$ cat src/rtl/alimentador_sumador.sv
// rtl/alimentador_sumador.sv - operand-pair FIFO feeding the registered adder stage.
// Optional sticky push-when-full error register: ALIMENTADOR_ERR_EN.
module alimentador_sumador #(
  parameter int WIDTH = 4,
  parameter int DEPTH = 4
) (
  input  logic                       clk,
  input  logic                       reset_L,
  input  logic                       in_push,
  input  logic [WIDTH-1:0]           in_a,
  input  logic [WIDTH-1:0]           in_b,
  input  logic                       detener,
  output logic                       out_enb,
  output logic [WIDTH-1:0]           out_a,
  output logic [WIDTH-1:0]           out_b,
  output logic                       full,
  output logic                       empty,
  output logic [$clog2(DEPTH+1)-1:0] count,
  output logic                       error
);

  localparam int AW = $clog2(DEPTH);
  localparam int CW = $clog2(DEPTH+1);

  typedef enum logic [1:0] {VACIO, EMITIENDO, DETENIDO} state_t;

  state_t               r_state, w_state_nxt;
  logic [CW-1:0]        r_count, w_count_nxt;
  logic [AW-1:0]        r_wr_ptr, r_rd_ptr;
  logic [2*WIDTH-1:0]   r_mem [DEPTH];
  logic                 r_enb;
  logic [WIDTH-1:0]     r_a, r_b;
  logic                 w_pop, w_push;
  logic [2*WIDTH-1:0]   w_rd_data;

  assign full      = (r_count == CW'(DEPTH));
  assign empty     = (r_count == '0);
  assign count     = r_count;
  assign out_enb   = r_enb;
  assign out_a     = r_a;
  assign out_b     = r_b;
  assign w_rd_data = r_mem[r_rd_ptr];

  // A pop frees a slot on the same edge, so a push at full is accepted when popping.
  assign w_pop  = !detener && (r_state != VACIO) && !empty;
  assign w_push = in_push && (!full || w_pop);

  always_comb begin
    w_count_nxt = r_count;
    case ({w_push, w_pop})
      2'b10:   w_count_nxt = r_count + CW'(1);
      2'b01:   w_count_nxt = r_count - CW'(1);
      default: w_count_nxt = r_count;
    endcase
  end

  always_comb begin
    w_state_nxt = r_state;
    case (r_state)
      VACIO: begin
        if (w_push) w_state_nxt = detener ? DETENIDO : EMITIENDO;
      end
      EMITIENDO: begin
        if (detener)                w_state_nxt = DETENIDO;
        else if (w_count_nxt == '0) w_state_nxt = VACIO;
      end
      DETENIDO: begin
        if (!detener) w_state_nxt = (w_count_nxt == '0) ? VACIO : EMITIENDO;
      end
      default: w_state_nxt = VACIO;
    endcase
  end

  always_ff @(posedge clk or negedge reset_L) begin
    if (!reset_L) begin
      r_state  <= VACIO;
      r_count  <= '0;
      r_wr_ptr <= '0;
      r_rd_ptr <= '0;
      r_enb    <= 1'b0;
      r_a      <= '0;
      r_b      <= '0;
    end else begin
      r_state <= w_state_nxt;
      r_count <= w_count_nxt;
      r_enb   <= w_pop;
      if (w_push) r_wr_ptr <= r_wr_ptr + AW'(1);
      if (w_pop) begin
        r_rd_ptr <= r_rd_ptr + AW'(1);
        r_a      <= w_rd_data[2*WIDTH-1:WIDTH];
        r_b      <= w_rd_data[WIDTH-1:0];
      end
    end
  end

  always_ff @(posedge clk) begin
    if (w_push) r_mem[r_wr_ptr] <= {in_a, in_b};
  end

`ifdef ALIMENTADOR_ERR_EN
  logic r_error;
  always_ff @(posedge clk or negedge reset_L) begin
    if (!reset_L)                      r_error <= 1'b0;
    else if (in_push && full && !w_pop) r_error <= 1'b1;
  end
  assign error = r_error;
`else
  assign error = 1'b0;
`endif

endmodule
$ cat config.mk
export PLATFORM = sky130hd
export DESIGN_NAME = alimentador_sumador
export DESIGN_NICKNAME = d
export VERILOG_FILES = /design/src/rtl/alimentador_sumador.sv
export SDC_FILE = /design/constraint.sdc
export NUM_CORES = 1
export LEC_CHECK = 0
export CORE_AREA = 5 5 82 103
export CTS_CLUSTER_DIAMETER = 150
export DETAILED_ROUTE_END_ITERATION = 16
export DIE_AREA = 0 0 87 108
export PLACE_DENSITY = 0.58
export SKIP_CTS_REPAIR_TIMING = 1
export SLEW_MARGIN = 40
export SYNTH_ARGS = -nofsm -noshare
export SYNTH_HDL_FRONTEND = slang
export SYNTH_SLANG_ARGS = --single-unit
$ cat constraint.sdc
create_clock -name clk -period 2.65 [get_ports clk]
set_input_delay 0.6625 -clock clk [delete_from_list [all_inputs] [get_ports clk]]
set_output_delay 0.6625 -clock clk [all_outputs]
set_load 0.1 [all_outputs]
==> results.py <==
metrics = {
    "run_status": {
        "outcome": "finished clean",
    },
    "clock_tree": {
        "cts.sinks": 50,
        "cts_root_buffer": "clkbuf_8",
        "cts_made_buffers": 5,
        "max-clock-path-buffers": 2,
        "htree_levels": 2,
        "path_clk_slew_ns": 0.09,
        "cts_tree": "built",
        "clk_latency_ns": 0.30,
    },
    "logic_synthesis": {
        "ys_seq_elements": 50,
        "synth_cell_types": 39,
        "seq_area_frac_synth": 0.643,
        "ys.flop_type": "edfxtp_1",
        "ys_warn_count": 0,
        "netlist_instances": 131,
        "synth_edf_count": 32,
        "syn_area_um2": 2200,
        "synthesis.nets": 148,
        "syn_avg_cell_area_um2": 16.8,
        "synthArstFlopShare": 0.360,
    },
    "sta": {
        "fmax_mhz": 432,
        "tightest_slew_ns": 0.585,
        "skew_ns": 0.00396,
        "fin_setup_tns_ns": 0,
        "timing.slew.headroom": 0.610,
        "setup_ws_ns": 0.334,
        "grt_setup_unrepaired": "false",
        "finalHoldViolations": 0,
        "maxSlewViolCount": 0,
        "period_share": 0.874,
        "finalCriticalPeriod_ns": 2.32,
        "setup_viol": 0,
    },
    "layout": {
        "antenna_cells": 0,
        "nFillCells": 672,
        "synthToLayoutAreaGrowth_pct": 20.7,
        "register_area_um2": 1420,
        "multi_input_area_um2": 689,
        "fin_nets": 179,
        "final_cell_mix": "edfxtp_1, buf_4, dfrtp_1",
        "drive_above_1_share": 0.331,
        "final_common_cell": "edfxtp_1",
    },
    "floorplan": {
        "core_region_area_um2": 7310,
        "io_pins": 27,
        "floorplan.rows": 35,
        "die_width_um": 87,
        "fp.dieH_um": 108,
        "start_util": 0.300,
        "die-area_um2": 9400,
    },
    "route": {
        "vias": 1198,
        "routed_via_density": 4.70,
        "drt-pass1-iter-count": 4,
        "detail-route-antenna-nets": 0,
        "drc": 0,
        "routed_wl_mm": 3.95,
        "wire_per_inst_um": 15.5,
        "drt_iter0_drc": 65,
    },
    "global_route": {
        "gr-total-overflow": 0,
        "grtUsageTotal": 0.0912,
        "antenna_found_initial": 0,
        "grt_pass1_vias": 1273,
        "grt_max_degree": 19,
        "grt_pass1_wl_mm": 6.38,
    },
    "setup_path": {
        "r2r_cells": 8,
        "path_class": "in -> reg",
        "cp-end-kind": "register",
        "critPathMaxFanout": 4,
        "arrival_ns": 2.54,
        "critical_path_required_ns": 2.87,
        "start_kind": "input pin",
    },
    "placed_design": {
        "pre_cts_slack_ns": 0.0376,
        "dpl.hpwl_mm": 2.85,
        "io_buffers": 25,
        "place_congestion": 0.791,
    },
    "min_path": {
        "hold_depth": 1,
        "min_path_type": "reg -> reg",
    },
    "flow_run": {
        "cap_viol_max_count": 0,
    },
}
[per-stage QoR]
stage	hold slack, ns	utilization	instances	instance area, um^2
2_1_floorplan	0.367	-	131	2210
3_3_place_gp	0.493	0.347	247	2540
4_1_cts	0.515	0.362	255	2650
3_5_place_dp	0.495	0.347	247	2540
5_1_grt	0.539	0.362	255	2650
6_report	0.513	0.362	255	2650
[area by class of cell]
cell class / count / area share
Sequential cell: 50 / 0.536
Multi-Input combinational cell: 65 / 0.260
Timing Repair Buffer: 33 / 0.109
Tap cell: 92 / 0.0434
Clock buffer: 5 / 0.0260
Clock inverter: 3 / 0.0161
Inverter: 7 / 0.00992
[layer usage]
layer  wire [um]  vias to the layer above  part of all wire  global-route usage
li1            -                      547                 -                   -
met1        1560                      617              0.39              0.0978
met2        2120                       27              0.54               0.161
met3         211                        7             0.053              0.0313
met4          61                        0             0.015              0.0390
met5           0                        -                 0                   0
[synth_stat cells (2+ instances only)]
library cell	number	area [um^2]
mux2_4	5	75.1
xnor2_1	3	26.3
buf_4	3	22.5
xor2_1	2	17.5
nor3_1	3	15.0
nand2b_1	4	25.0
nand2_1	3	11.3
dfrtp_1	18	450
inv_1	7	26.3
and2_1	4	25.0
nor2_1	2	7.51
ha_1	4	50.1
mux2_2	3	33.8
a31oi_1	3	18.8
mux4_2	8	180
edfxtp_1	32	961
nor3_2	2	20.0
buf_6	4	45.0
[worst max-delay path, stage by stage]
cell             delay (ns)
clkdlybuf4s50_1        0.46
nor3_2                 0.29
nand2b_4               0.07
fa_1                   0.43
nand2b_1               0.19
nor3_1                 0.18
nor3_2                 0.08
a31oi_1                0.17
[cell families (layout without fill, tap and decap cells)]
| family | after synthesis | after routing | share of synthesized area |
|---|---|---|---|
| fa+ha+maj | 5 | 5 | 0.0319 |
| compound gates | 18 | 18 | 0.0655 |
| buf+inv | 16 | 48 | 0.0467 |
| other cells | 1 | 1 | 0.00171 |
| mux | 16 | 16 | 0.132 |
| xor+xnor | 5 | 5 | 0.0199 |
| flops | 50 | 50 | 0.643 |
| simple gates | 20 | 20 | 0.0598 |
[final timing paths]
kind | from | endpoint | slack, ns
setup / recovery | detener | r_state[0] | 0.33
hold / removal | r_state[1] | r_state[1] | 0.51
setup reg to reg | count[1] | r_state[0] | 0.60
hold reg to reg | r_state[1] | r_state[1] | 0.51
max in group asynchronous | reset_L | count[2] | 1.72
min in group asynchronous | reset_L | r_wr_ptr[1] | 0.70
[sequential cells by signal, summed over array words and instances, names as in the netlist]
| signal | flops |
|---|---|
| count | 3 |
| out_a | 4 |
| out_b | 4 |
| out_enb | 1 |
| r_mem | 32 |
| r_rd_ptr | 2 |
| r_state | 2 |
| r_wr_ptr | 2 |
Power is not shown: default switching activity piles up to over one toggle a cycle in this logic, so the estimate is an artifact.
==> patch, RTL diff (same settings) <==
The parameter `WIDTH` goes from 4 to 3.
--- a/src/rtl/alimentador_sumador.sv
+++ b/src/rtl/alimentador_sumador.sv
@@ -2,5 +2,5 @@
 // Optional sticky push-when-full error register: ALIMENTADOR_ERR_EN.
 module alimentador_sumador #(
-  parameter int WIDTH = 4,
+  parameter int WIDTH = 3,
   parameter int DEPTH = 4
 ) (
Interface: changed (resized in_a, in_b, out_a and out_b); port bits go from 27 to 23. No check against the original RTL was run, so the function may have changed too.
==> patch against the unedited design <==
Non-clock buffer count down 4. Sequential cell count fell by 10. Area after synthesis down 20%. Register-to-register slack about the same. Global-route usage is 1.7 points lower. Design area decreased by 17%. Core utilization fell by 6.3 points. Worst setup slack worse by 0.0012 ns. Wire length shrank 18%. Clock skew grew 0.0017 ns. Largest cell class unchanged.
Power is left out: the tool's default activity adds up to more than one toggle a clock period on the data nets, which glitch-free logic cannot reach.
==> patch: results (changes against the unedited design) <==
.. list-table::
   :header-rows: 1

   * - Metric
     - Value
   * - Cell types with the largest area share after synthesis
     - edfxtp_1, dfrtp_1, mux4_2, mux2_2, ha_1
   * - Total met3 wirelength after detailed routing
     - 110 microns (-48%)
   * - Endpoint of the worst hold-timing path
     - out_b[1]
   * - Slowest CP cell
     - fa_1
   * - Post-synthesis sequential area ratio
     - 64.0% (-0.32 points)
   * - Cell types with the highest counts after synthesis
     - edfxtp_1, dfrtp_1, nand2_1
   * - Number of global-route vias before repair
     - 1071 (-16%)
   * - Launch point of the worst hold path
     - out_b[1]
   * - Pre-CTS setup slack
     - 0.0373 ns (-0.000330 ns)
   * - Setup Crit Path Kind
     - input port to flip-flop
   * - Highest attainable clock frequency
     - 432 MHz (about the same)
   * - Wire length after detailed routing
     - 3.22 mm (-18%)
   * - Maximum cell stage delay along the critical path
     - 0.53 ns (+0.07 ns)
   * - Buffers added on ports
     - 21 (-16%)
   * - Routed length per instance
     - 13.5 microns (-13%)
   * - Synth top area share
     - 41.1% (-2.6 points)
   * - R2R Path Start
     - count[0]
   * - Clock edge transition at the registers on the reported setup and hold paths
     - 0.07 ns (-0.02 ns)
   * - Post-synth ARST share
     - 40.0% (+4.0 points)
   * - Post-Synthesis Net Count
     - 132 (-11%)
   * - Wire length on met1
     - 1.22 mm (-22%)
   * - Worst reg-to-reg setup slack
     - 0.60 ns (about the same)
   * - Count of filler cells inserted in the layout
     - 721 (+7.3%)
   * - Highest metal used
     - met4
   * - Signal arrival time at the worst endpoint
     - 2.51 ns (-0.03 ns)
   * - Worst Clk Skew
     - 0.00564 ns (+0.00168 ns)
   * - TritonRoute pass-1 iters
     - 3 (-1)
   * - Met1 Resource Use GR
     - 8.06% (-1.7 points)
   * - Number of library cell types mapped by synthesis
     - 37 (-5.1%)
   * - All-Layer GR Usage
     - 7.41% (-1.7 points)
   * - Met3 global-route usage
     - 1.83% (-1.3 points)
   * - Endpoint of the lowest-slack register-to-register path
     - r_state[0]
   * - Mean cell area of the mapped netlist
     - 15.0 sq um (-11%)
   * - Sum of net half-perimeters after detailed placement
     - 2.26 mm (-21%)
   * - Fin nets
     - 161 (-10%)
   * - RePlAce Congestion
     - 0.784 (-0.95%)
   * - Iteration-0 DRC Markers
     - 67 (+3.1%)
   * - Run status
     - finished clean
   * - Cell total after placement
     - 231 (-6.5%)
   * - Maximum number of pins on one net before global-route repair
     - 17 (-2)
   * - Met2 Routed Length
     - 1.82 mm (-14%)
   * - Proportion of layout cells with a drive suffix above 1
     - 31.3% (-1.8 points)
   * - Via density per instance
     - 4.19 (-11%)
   * - Wire length of the first global-routing pass
     - 5.28 mm (-17%)
   * - Flip-flop count of the largest register after layout
     - 24 (-25%)
   * - Count of flip-flops with a built-in enable after synthesis
     - 24 (-25%)
   * - Crit path max-delay family
     - simple AND/OR/NAND/NOR gates
   * - GR Util met2
     - 13.0% (-3.0 points)
[patch: logic make-up (layout without fill, tap and decap cells)]
| group | Yosys count | after routing | synth area share [%] |
|---|---|---|---|
| DFF | 40 | 40 | 64.0 |
| other | 1 | 1 | 0.214 |
| muxes | 13 | 13 | 12.1 |
| xor gates and xnor gates | 6 | 6 | 3.00 |
| AOI/OAI and AO/OA | 15 | 15 | 6.42 |
| buffers and inverters | 13 | 43 | 3.71 |
| and+or+nand+nor | 24 | 24 | 6.57 |
| adders and majority gates | 5 | 5 | 4.00 |
[patch: metrics by stage]
stage	hold WS (ns)	instance area (sq um)
finish	0.513	2190
global route	0.537	2190
CTS	0.519	2190
detailed placement	0.503	2100
global placement	0.496	2100
floorplan	0.367	1780
[patch: final cells by class]
class	instances	share of cell area (%)
Clock inverter	2	0.572
Sequential cell	40	51.5
Inverter	6	1.03
Multi-Input combinational cell	64	26.8
Clock buffer	6	3.32
Timing Repair Buffer	29	11.5
Tap cell	92	5.26
